--- config.mk ---
export PLATFORM = sky130hd
export DESIGN_NAME = nt_rare_trigger_monitor
export DESIGN_NICKNAME = d
export VERILOG_FILES = /design/src/rtl/nt_rare_trigger_monitor.sv
export SDC_FILE = /design/constraint.sdc
export NUM_CORES = 1
export LEC_CHECK = 0
export CELL_PAD_IN_SITES_DETAIL_PLACEMENT = 1
export CELL_PAD_IN_SITES_GLOBAL_PLACEMENT = 2
export CORE_ASPECT_RATIO = 0.6
export CORE_MARGIN = 2
export CORE_UTILIZATION = 36
export CTS_CLUSTER_SIZE = 30
export DETAILED_ROUTE_END_ITERATION = 8
export HOLD_SLACK_MARGIN = 0.05
export PLACE_DENSITY = 0.94
export SKIP_CTS_REPAIR_TIMING = 1
export SYNTH_ARGS = -nofsm -noshare
export SYNTH_HDL_FRONTEND = slang
export SYNTH_SLANG_ARGS = --single-unit
--- constraint.sdc ---
create_clock -name I1470_clk -period 3.8 [get_ports I1470_clk]
set_input_delay 0.57 -clock I1470_clk [delete_from_list [all_inputs] [get_ports I1470_clk]]
set_output_delay 0.57 -clock I1470_clk [all_outputs]
set_load 0.005 [all_outputs]
--- src/rtl/nt_rare_trigger_monitor.sv ---
// rtl/nt_rare_trigger_monitor.sv - rare-trigger monitor on net I2574: window ones-density, run length, sticky alarm
// Optional NT_MON_HISTORY_EN adds the hist port: a snapshot of the sample history taken on alarm entry.
module nt_rare_trigger_monitor #(
  parameter int WIN_LOG2 = 4,
  parameter int RARE_MAX = 2,
  parameter int RUN_MAX  = 3,
  parameter int CNT_W    = 8
) (
  input  logic                I1470_clk,
  input  logic                I1477_rst,
  input  logic                I2574,
  input  logic                smp_en,
  input  logic                arm,
  input  logic                ack,
  input  logic                clr,
  output logic                alarm,
  output logic [1:0]          alarm_code,
  output logic [WIN_LOG2:0]   ones_cnt,
  output logic [CNT_W-1:0]    evt_cnt,
  output logic [1:0]          state_o
`ifdef NT_MON_HISTORY_EN
  ,
  output logic [2**WIN_LOG2-1:0] hist
`endif
);

  localparam logic [1:0]          ST_DISARMED = 2'b00;
  localparam logic [1:0]          ST_ARMED    = 2'b01;
  localparam logic [1:0]          ST_ALARM    = 2'b10;
  localparam logic [WIN_LOG2-1:0] IDX_MAX     = '1;
  localparam logic [WIN_LOG2:0]   RARE_TOP    = (WIN_LOG2+1)'(RARE_MAX);
  localparam logic [3:0]          RUN_TOP     = 4'(RUN_MAX);
  localparam logic [3:0]          RUN_PRE     = 4'(RUN_MAX - 1);
  localparam logic [CNT_W-1:0]    EVT_MAX     = '1;

  logic [WIN_LOG2-1:0] win_idx;
  logic [WIN_LOG2:0]   win_ones;
  logic [3:0]          run_len;
  logic [1:0]          state;

  logic                win_close;
  logic [WIN_LOG2:0]   total;
  logic                rare_trig;
  logic                run_trig;
  logic [1:0]          trig;
  logic                any_trig;

  assign win_close = smp_en && (win_idx == IDX_MAX);
  assign total     = win_ones + {{WIN_LOG2{1'b0}}, I2574};
  assign rare_trig = win_close && (total != '0) && (total <= RARE_TOP);
  // Only the step into RUN_MAX fires, so a long run reports once.
  assign run_trig  = smp_en && I2574 && (run_len == RUN_PRE);
  assign trig      = {run_trig, rare_trig};
  assign any_trig  = |trig;
  assign state_o   = state;

  always_ff @(posedge I1470_clk or posedge I1477_rst) begin
    if (I1477_rst) begin
      win_idx  <= '0;
      win_ones <= '0;
      run_len  <= '0;
      ones_cnt <= '0;
    end else if (clr) begin
      win_idx  <= '0;
      win_ones <= '0;
      run_len  <= '0;
      ones_cnt <= '0;
    end else if (smp_en) begin
      win_idx <= win_idx + 1'b1;
      if (win_close) begin
        ones_cnt <= total;
        win_ones <= '0;
      end else begin
        win_ones <= total;
      end
      if (!I2574)
        run_len <= '0;
      else if (run_len != RUN_TOP)
        run_len <= run_len + 1'b1;
    end
  end

  always_ff @(posedge I1470_clk or posedge I1477_rst) begin
    if (I1477_rst) begin
      state      <= ST_DISARMED;
      alarm      <= 1'b0;
      alarm_code <= 2'b00;
      evt_cnt    <= '0;
    end else if (clr) begin
      state      <= ST_DISARMED;
      alarm      <= 1'b0;
      alarm_code <= 2'b00;
      evt_cnt    <= '0;
    end else begin
      if (any_trig && (state != ST_DISARMED) && (evt_cnt != EVT_MAX))
        evt_cnt <= evt_cnt + 1'b1;
      case (state)
        ST_DISARMED: begin
          if (arm)
            state <= ST_ARMED;
        end
        ST_ARMED: begin
          if (any_trig) begin
            state      <= ST_ALARM;
            alarm      <= 1'b1;
            alarm_code <= trig;
          end else if (!arm) begin
            state <= ST_DISARMED;
          end
        end
        ST_ALARM: begin
          // An ack that collides with a fresh trigger keeps the alarm, reporting only the new cause.
          if (ack && any_trig) begin
            alarm_code <= trig;
          end else if (ack) begin
            state      <= arm ? ST_ARMED : ST_DISARMED;
            alarm      <= 1'b0;
            alarm_code <= 2'b00;
          end else begin
            alarm_code <= alarm_code | trig;
          end
        end
        default: begin
          state      <= ST_DISARMED;
          alarm      <= 1'b0;
          alarm_code <= 2'b00;
        end
      endcase
    end
  end

`ifdef NT_MON_HISTORY_EN
  logic [2**WIN_LOG2-1:0] hist_sr;
  logic [2**WIN_LOG2-1:0] hist_next;
  logic                   hist_capture;
  logic                   hist_release;

  assign hist_next    = smp_en ? {hist_sr[2**WIN_LOG2-2:0], I2574} : hist_sr;
  assign hist_capture = ((state == ST_ARMED) && any_trig) || ((state == ST_ALARM) && ack && any_trig);
  assign hist_release = (state == ST_ALARM) && ack && !any_trig;

  always_ff @(posedge I1470_clk or posedge I1477_rst) begin
    if (I1477_rst) begin
      hist_sr <= '0;
      hist    <= '0;
    end else if (clr) begin
      hist_sr <= '0;
      hist    <= '0;
    end else begin
      hist_sr <= hist_next;
      if (hist_capture)
        hist <= hist_next;
      else if (hist_release)
        hist <= '0;
    end
  end
`endif

endmodule

# Word level (Yosys, flattened, before mapping)
# Cells that the tools add are included.
# Widths: inputs -> output; s select.
[word_totals] regBits=31 input_bits=7 output_inout_bits=18
[classes] addsub=4 magnitude_cmp=1 n_eq_ne=13 muxes=32 bitwise=1 reduce_logical=20
[op_table] operator="$mux 5" n=6
[op_table] operator="$mux 4" n=6
[op_table] operator="$mux 2" n=10
[op_table] operator="$mux 8" n=2
[op_table] operator="$ne 3x3->1 const B" n=4
[op_table] operator="$pmux 2 s3" n=2
[op_table] operator="$add 4x1->4 const B" n=2
[op_table] operator="$add 8x1->8 const B" n=1
[op_table] operator="$logic_and 1x1->1" n=8
[op_table] operator="$ne 8x8->1 const B" n=1
[op_table] operator="$reduce_and 4->1" n=2
[op_table] operator="$reduce_bool 2->1" n=4
[op_table] operator="$reduce_and 2->1" n=3
[op_table] operator="$add 5x1->5" n=1
[op_table] operator="$le 5x2->1 const B" n=1
[op_table] operator="$mux 1" n=5
[op_table] operator="$reduce_bool 5->1" n=1
[op_table] operator="$eq 4x2->1 const B" n=1
[op_table] operator="$eq 4x4->1 const B" n=1
[op_table] operator="$ne 4x2->1 const B" n=1
[op_table] operator="$ne 4x4->1 const B" n=1
[op_table] operator="$ne 3x1->1 const B" n=1
[op_table] operator="$pmux 1 s3" n=1
[op_table] operator="$eq 2x1->1 const B" n=1
[op_table] operator="5 further kinds" n=5

# Longest topological paths before layout
# Gate-level depths: netlist of the first run.
[depth] word_depth=9 ltp_mapped=8 ltp_nobuf=7

# Worst setup path after synthesis of the first run
# No wires, ideal clock.
[synth_path] kind="input port to flip-flop" from="input port I2574" to="register evt_cnt[4]" arrival_time_ns=2.224 slack_ns=1.498 stages=7 cell_sequence="ha_1 -> ha_1 -> xor2_1 -> and2_1 -> a31oi_2 -> or4_1 -> a21oi_1"
[synth_via] elab_chain_cells=8 elab_cells_between_ends=11
[synth_lines] item="start, declared" line="11" rtl="input logic I2574,"
[synth_lines] item="branches (longest 4 deep; another with $add 5x1->5)"
[synth_lines] item="$reduce_or 2->1 *" line="54" rtl="assign any_trig = |trig;"
[synth_lines] item="$logic_and 1x1->1 * (2 in series)" line="95" rtl="if (any_trig && (state != ST_DISARMED) && (evt_cnt != EVT_MAX))"
[synth_lines] item="$reduce_bool 2->1 (no source line) *"
[synth_lines] item="end signal, assigned" line="96" rtl="evt_cnt <= evt_cnt + 1'b1;"
[synth_lines] item="end, declared" line="19" rtl="output logic [CNT_W-1:0] evt_cnt,"
# Mark *: on every way between the ends.
# A chain may end at the register's enable or synchronous reset.

# Final worst setup path of the first run
[layout_path] from="input port I2574" to="register state[0], in the netlist state_o[0]"
[layout_via] elab_chain_cells=8 elab_cells_between_ends=15
[layout_lines] item="branches (longest 4 deep; another with $add 5x1->5)"
[layout_lines] item="$reduce_or 2->1 *" line="54"
[layout_lines] item="$mux 2 / $logic_and 1x1->1 (equally long branches)" line="103, 113"
[layout_lines] item="$pmux 2 s3 / $ne 3x3->1 (equally long branches)"
[layout_lines] item="$mux 2 / $reduce_and 4->1 (equally long branches)"
[layout_lines] item="end signal, assigned" line="116" rtl="state <= arm ? ST_ARMED : ST_DISARMED;"
[layout_lines] item="end, declared" line="39" rtl="logic [1:0] state;"
# Marked as above.

==> flow_summary_export.csv, run 1 <==
group,metric,value,unit
worst_setup_path,cp_data_required_time,3970,ps
worst_setup_path,cp-start-kind,"input pin",
power,p_sw,0.202,mW
cells_and_area,final_nets,246,
power,p_int,0.509,mW
power,power_frac_comb,15.4,%
cells_and_area,final_common_cell,"dfrtp_1",
flow_run,drv_cap,0,
cts,clockBufferDepth,2,
placed_design,gp_congestion,0.786,
route,initialDrtViolationCount,75,
cts,cts_tree,"built",
synth,ys_ff_latch,31,
power,sequentialPowerShare,48.6,%
placed_design,port_buffers,24,
placed_design,placed_cells,288,
synth,synth_area_per_cell,9.30,µm²
worst_setup_path,r2r-end,"state_o[0]",
cts,clk_pin_slew,70,ps
floorplan,fp.dieH,59.9,µm
outcome,outcome,"complete, no violations",
route,routed_wl,4740,µm
cells_and_area,final_cell_mix,"31 x dfrtp_1, 24 x clkdlybuf4s50_1, 19 x a21oi_1",
sta,hold_viol,0,
synth,synth_warnings,0,
route,drt_pass1_iterations,4,
power,irDropWorstVdd,184,µV
cells_and_area,n_fill_cell,592,
route,drc_errors,0,
power,power_density,313,nW/µm²
sta,relSlewSlack,42.1,%
sta,hold_ws,507,ps
worst_setup_path,reg2reg_depth,7,
worst_hold_path,holdPathStages,1,
grt,grt_pass1_vias,1601,
grt,grt-ovfl-total,0,
synth,ys.flop_type,"dfrtp_1",
synth,async_flop_share,100,%
cts,cts-root-buf,"clkbuf_8",
sta,setup_ws,1030,ps
worst_setup_path,r2r_slack,1440,ps
route,vias,1638,
cts,clk_latency,280,ps
cells_and_area,fin_cells,296,
sta,fin_skew,6.16,ps
sta,worst_pin_slew,868,ps
power,netSwitchingFraction,28.5,%
sta,fmax,361,MHz
worst_hold_path,hold_path_end,"run_len[3]",
power,clockPowerShare,36.0,%
synth,synth_cell_type_count,46,
sta,setup_violations,0,
floorplan,initial_utilization,37.2,%
placed_design,pre_cts_slack,754,ps
floorplan,row_count,20,
worst_setup_path,cp.arrival,2940,ps
grt,grt_pass1_wl,8130,µm
cells_and_area,n_antenna_cell,0,
sta,period_share,72.9,%
cells_and_area,layout-drive-gt1-share,8.70,%
worst_hold_path,hold_start,"run_len[3]",
floorplan,die_x,97.2,µm
cells_and_area,area_delta_synth_final,21.1,%
power,total_power,0.711,mW
worst_hold_path,hp-class,"reg2reg",
synth,synthesis.area,1880,µm²
sta,rsz0062_at_grt,"false",
cts,clock-sinks,31,
worst_setup_path,crit_fanout,6,
sta,slew_viol_final,0,
worst_setup_path,reg2reg_from,"win_ones[0]",
placed_design,dp_hpwl,3550,µm
synth,yosysSeqAreaShare,41.3,%
floorplan,dieArea,5830,µm²
grt,globalRouteTotalUtil,17.8,%
power,p_leak,0.919,nW
synth,synth_edf_count,0,
route,drtAntennaViolNets,0,
sta,timing.setup.tns,0,ps
floorplan,io_pins,25,
floorplan,core,5050,µm²
grt,antenna_found_initial,0,
cts,cts_max_level,2,
synth,synth_cells,202,
worst_setup_path,crit_path_end_kind,"flop",
synth,synth_nets,219,
grt,grt_max_degree,23,
cts,cts_buffers,5,
route,via_per_inst,5.53,
route,avgRoutedWirePerCell,16.0,µm
worst_setup_path,path_class,"in2reg",
sta,period_minus_slack,2770,ps
## final cells by class
| cell class | count | area (µm²) | area share (%) |
|---|---|---|---|
| clock buffer | 7 | 76.3 | 3.36 |
| clock inverter | 1 | 5.00 | 0.220 |
| inverter | 10 | 37.5 | 1.65 |
| multi-input combinational | 154 | 1030 | 45.5 |
| sequential | 31 | 776 | 34.1 |
| tap | 66 | 82.6 | 3.63 |
| timing repair buffer | 27 | 263 | 11.6 |
## power by group through the flow
stage / Sequential, mW / Combinational [mW] / Clock [mW]
final: 0.346 / 0.109 / 0.256
after global routing: 0.347 / 0.122 / 0.278
after global placement: 0.351 / 0.107 / 0
after floorplan: 0.350 / 0.0727 / 0
after detailed placement: 0.352 / 0.109 / 0
after CTS: 0.346 / 0.110 / 0.265
## cell usage after synthesis (all sizes together), types with 3 or more instances
| cell type | instances | area share [%] |
|---|---|---|
| a211oi | 4 | 1.6 |
| a21oi | 19 | 5.1 |
| xnor2 | 3 | 1.4 |
| xor2 | 5 | 2.3 |
| nand3 | 9 | 2.7 |
| inv | 10 | 2.0 |
| nor2b | 5 | 1.7 |
| a41o | 4 | 2.1 |
| clkbuf | 5 | 1.0 |
| and2 | 3 | 1.0 |
| o21ai | 10 | 2.7 |
| nor2 | 18 | 3.6 |
| o31ai | 6 | 3.1 |
| o2111ai | 3 | 1.4 |
| dfrtp | 31 | 41 |
| nand2 | 16 | 3.3 |
| ha | 10 | 6.7 |
| nand2b | 5 | 1.7 |
| nand4 | 3 | 1.0 |
## worst max-delay path by stage
stage / from / to / cells past startpoint
2_1_floorplan: I2574 / evt_cnt[4] / 7
3_3_place_gp: I2574 / state_o[0] / 8
3_5_place_dp: I2574 / state_o[0] / 8
4_1_cts: I2574 / state_o[0] / 8
5_1_grt: I2574 / evt_cnt[7] / 8
6_report: I2574 / state_o[0] / 8
## cells by family after synthesis
kind of cell               count (synthesis)  share of synthesized area (%)
and+or+nand+nor                           77                           22.1
xor gates and xnor gates                   8                           3.73
buffers and inverters                     17                           3.66
adders and majority gates                 10                           6.66
AOI/OAI and AO/OA                         56                           20.9
muxes                                      3                           1.73
DFF                                       31                           41.3
## worst max-delay path: stages
cell and delay (ps):
clkdlybuf4s50_1 470, ha_1 240, ha_1 270, and3b_1 220
o2bb2ai_1 350, a21oi_1 130, o221ai_1 310, mux2_2 380
## routing by layer
metal  global-route usage (%)  vias up  share of wire, %
met1                     27.2      797                53
li1                         -      799                 -
met4                     3.77        0              0.49
met5                        0        -                 0
met3                     4.33        4               5.7
met2                     25.5       38                41
## per-stage QoR
step,util (%),area [µm²]
floorplan,-,1880
global placement,43.4,2190
detailed placement,43.4,2190
CTS,45.0,2270
global route,45.0,2270
finish,45.0,2270
## flip-flops by register name, summed over array words and instances (netlist names)
signal and cells:
alarm 1, run_len 4, win_idx 4, state_o 2, win_ones 5, ones_cnt 5, alarm_code 2, evt_cnt 8
No activity file was read; power rests on OpenSTA's default activity.
==> run 2: changes to the inputs <==
--- a/config.mk
+++ b/config.mk
@@ -9,11 +9,11 @@
 export CELL_PAD_IN_SITES_GLOBAL_PLACEMENT = 2
 export CORE_ASPECT_RATIO = 0.6
 export CORE_MARGIN = 2
-export CORE_UTILIZATION = 36
+export CORE_UTILIZATION = 34
 export CTS_CLUSTER_SIZE = 30
 export DETAILED_ROUTE_END_ITERATION = 8
 export HOLD_SLACK_MARGIN = 0.05
-export PLACE_DENSITY = 0.94
+export PLACE_DENSITY = 0.9
 export SKIP_CTS_REPAIR_TIMING = 1
 export SYNTH_ARGS = -nofsm -noshare
 export SYNTH_HDL_FRONTEND = slang
==> constraint.sdc (replaced) <==
create_clock -name I1470_clk -period 2.77 [get_ports I1470_clk]
set_input_delay 0.4155 -clock I1470_clk [delete_from_list [all_inputs] [get_ports I1470_clk]]
set_output_delay 0.4155 -clock I1470_clk [all_outputs]
set_load 0.005 [all_outputs]
==> run 2 against run 1 <==
  * Critical path depth unchanged
  * Cell area increased by 4.3%
  * Final cell count rose by 4.4%
  * First-iteration DRC count down 15%
  * Total power rose by 38%
  * Routed wire length up 8.3%
  * Clock power up 37%
  * Clock skew rose by 2.0 ps
  * Clock-buffer cell count is the same
  * Die area increased by 5.6%
  * Hold slack worse by 3.2 ps
  * Critical path type unchanged
  * Critical endpoint is now evt_cnt[4]
  * Largest cell class unchanged
  * Largest power group unchanged
==> flow_summary_export.csv, run 2 (synthesized netlist as in run 1, its figures left out) <==
group,metric,value,unit
outcome,outcome,"complete, no violations",
cells_and_area,fin_cells,309,
cts,cts_buffers,5,
sta,fmax,398,MHz
cts,clockBufferDepth,2,
sta,rsz0062_at_grt,"false",
floorplan,dieArea,6150,µm²
worst_hold_path,hold_start,"run_len[3]",
route,drc_errors,0,
placed_design,dpl-instance-area,2290,µm²
floorplan,die_x,100,µm
placed_design,gp_congestion,0.847,
grt,antenna_found_initial,0,
floorplan,fp.dieH,61.6,µm
placed_design,placed_cells,301,
cts,cts_tree,"built",
sta,setup_ws,258,ps
sta,slew_viol_final,0,
grt,grt_pass1_vias,1617,
sta,worst_pin_slew,612,ps
grt,grt-ovfl-total,0,
worst_setup_path,reg2reg_depth,7,
cells_and_area,layout-drive-gt1-share,13.6,%
worst_setup_path,r2r_slack,510,ps
route,initialDrtViolationCount,64,
floorplan,row_count,20,
grt,grt_pass1_wl,8470,µm
route,via_per_inst,5.39,
grt,globalRouteTotalUtil,18.1,%
power,total_power,0.981,mW
sta,fin_skew,8.19,ps
route,vias,1666,
cells_and_area,n_antenna_cell,0,
sta,hold_viol,0,
sta,timing.setup.tns,0,ps
sta,setup_violations,0,
cells_and_area,final_nets,259,
worst_setup_path,crit_fanout,4,
floorplan,io_pins,25,
placed_design,dp_hpwl,3780,µm
power,p_leak,0.983,nW
cts,clk_latency,290,ps
floorplan,core,5180,µm²
cells_and_area,post-route-cell-area,2370,µm²
route,routed_wl,5140,µm
cells_and_area,reg.largest.list,"evt_cnt: 8 flops, ones_cnt: 5 flops, win_ones: 5 flops",
cts,clk_pin_slew,70,ps
worst_setup_path,cp.arrival,2720,ps
worst_setup_path,cp_data_required_time,2980,ps
route,avgRoutedWirePerCell,16.6,µm
cells_and_area,final_cell_mix,"31 x dfrtp_1, 24 x clkdlybuf4s50_1, 19 x a21oi_1",
sta,period_minus_slack,2510,ps
floorplan,initial_utilization,36.3,%
worst_setup_path,crit_path_end_kind,"flop",
cells_and_area,largest_reg_flops,8,
worst_setup_path,r2r-end,"evt_cnt[4]",
placed_design,pre_cts_slack,-4.87,ps
power,power_density,414,nW/µm²
cells_and_area,utilization,45.8,%
cts,cts_max_level,2,
cells_and_area,final_common_cell,"dfrtp_1",
cts,cts-root-buf,"clkbuf_8",
worst_setup_path,reg2reg_from,"win_ones[0]",
route,drtAntennaViolNets,0,
cells_and_area,regMostFlops,"evt_cnt",
cts,clock-sinks,31,
worst_setup_path,path_class,"in2reg",
flow_run,drv_cap,0,
worst_hold_path,holdPathStages,1,
placed_design,port_buffers,24,
worst_setup_path,cp-start-kind,"input pin",
worst_hold_path,hold_path_end,"run_len[3]",
sta,relSlewSlack,59.0,%
grt,grt_max_degree,32,
power,irDropWorstVdd,168,µV
cells_and_area,area_delta_synth_final,26.2,%
route,drt_pass1_iterations,4,
worst_hold_path,hp-class,"reg2reg",
sta,period_share,90.7,%
sta,hold_ws,504,ps
## run 2: layout make-up
class	instances	area, µm²
clock buffer	7	76.3
clock inverter	1	5.00
fill	606	2810
inverter	10	37.5
multi-input combinational	154	1030
sequential	31	776
tap	66	82.6
timing repair buffer	40	360
## run 2: worst max path at each step
stage | cells after the start | from | slack, ps | endpoint
after floorplan | 7 | I2574 | 620 | evt_cnt[4]
after global placement | 8 | I2574 | 90 | evt_cnt[4]
after detailed placement | 8 | I2574 | -5 | state_o[0]
after CTS | 8 | I2574 | 280 | evt_cnt[4]
after global routing | 8 | I2574 | 140 | evt_cnt[3]
final | 8 | I2574 | 260 | evt_cnt[4]
## run 2: routing by layer
layer / global-route usage (%) / wire length, µm
met5: 0 / 0
met2: 24.5 / 2030
met3: 4.43 / 172
met4: 5.28 / 57
met1: 28.1 / 2880
## run 2: critical path: stages
cell and delay [ps]:
clkdlybuf4s50_1 470, ha_1 260, ha_1 310, xor2_1 230
and2_1 230, a31oi_2 150, or4_1 510, a21oi_1 150
## run 2: power breakdown
part           switching, mW  internal [mW]
clock network          0.174          0.176
registers             0.0122          0.463
logic                 0.0926         0.0632
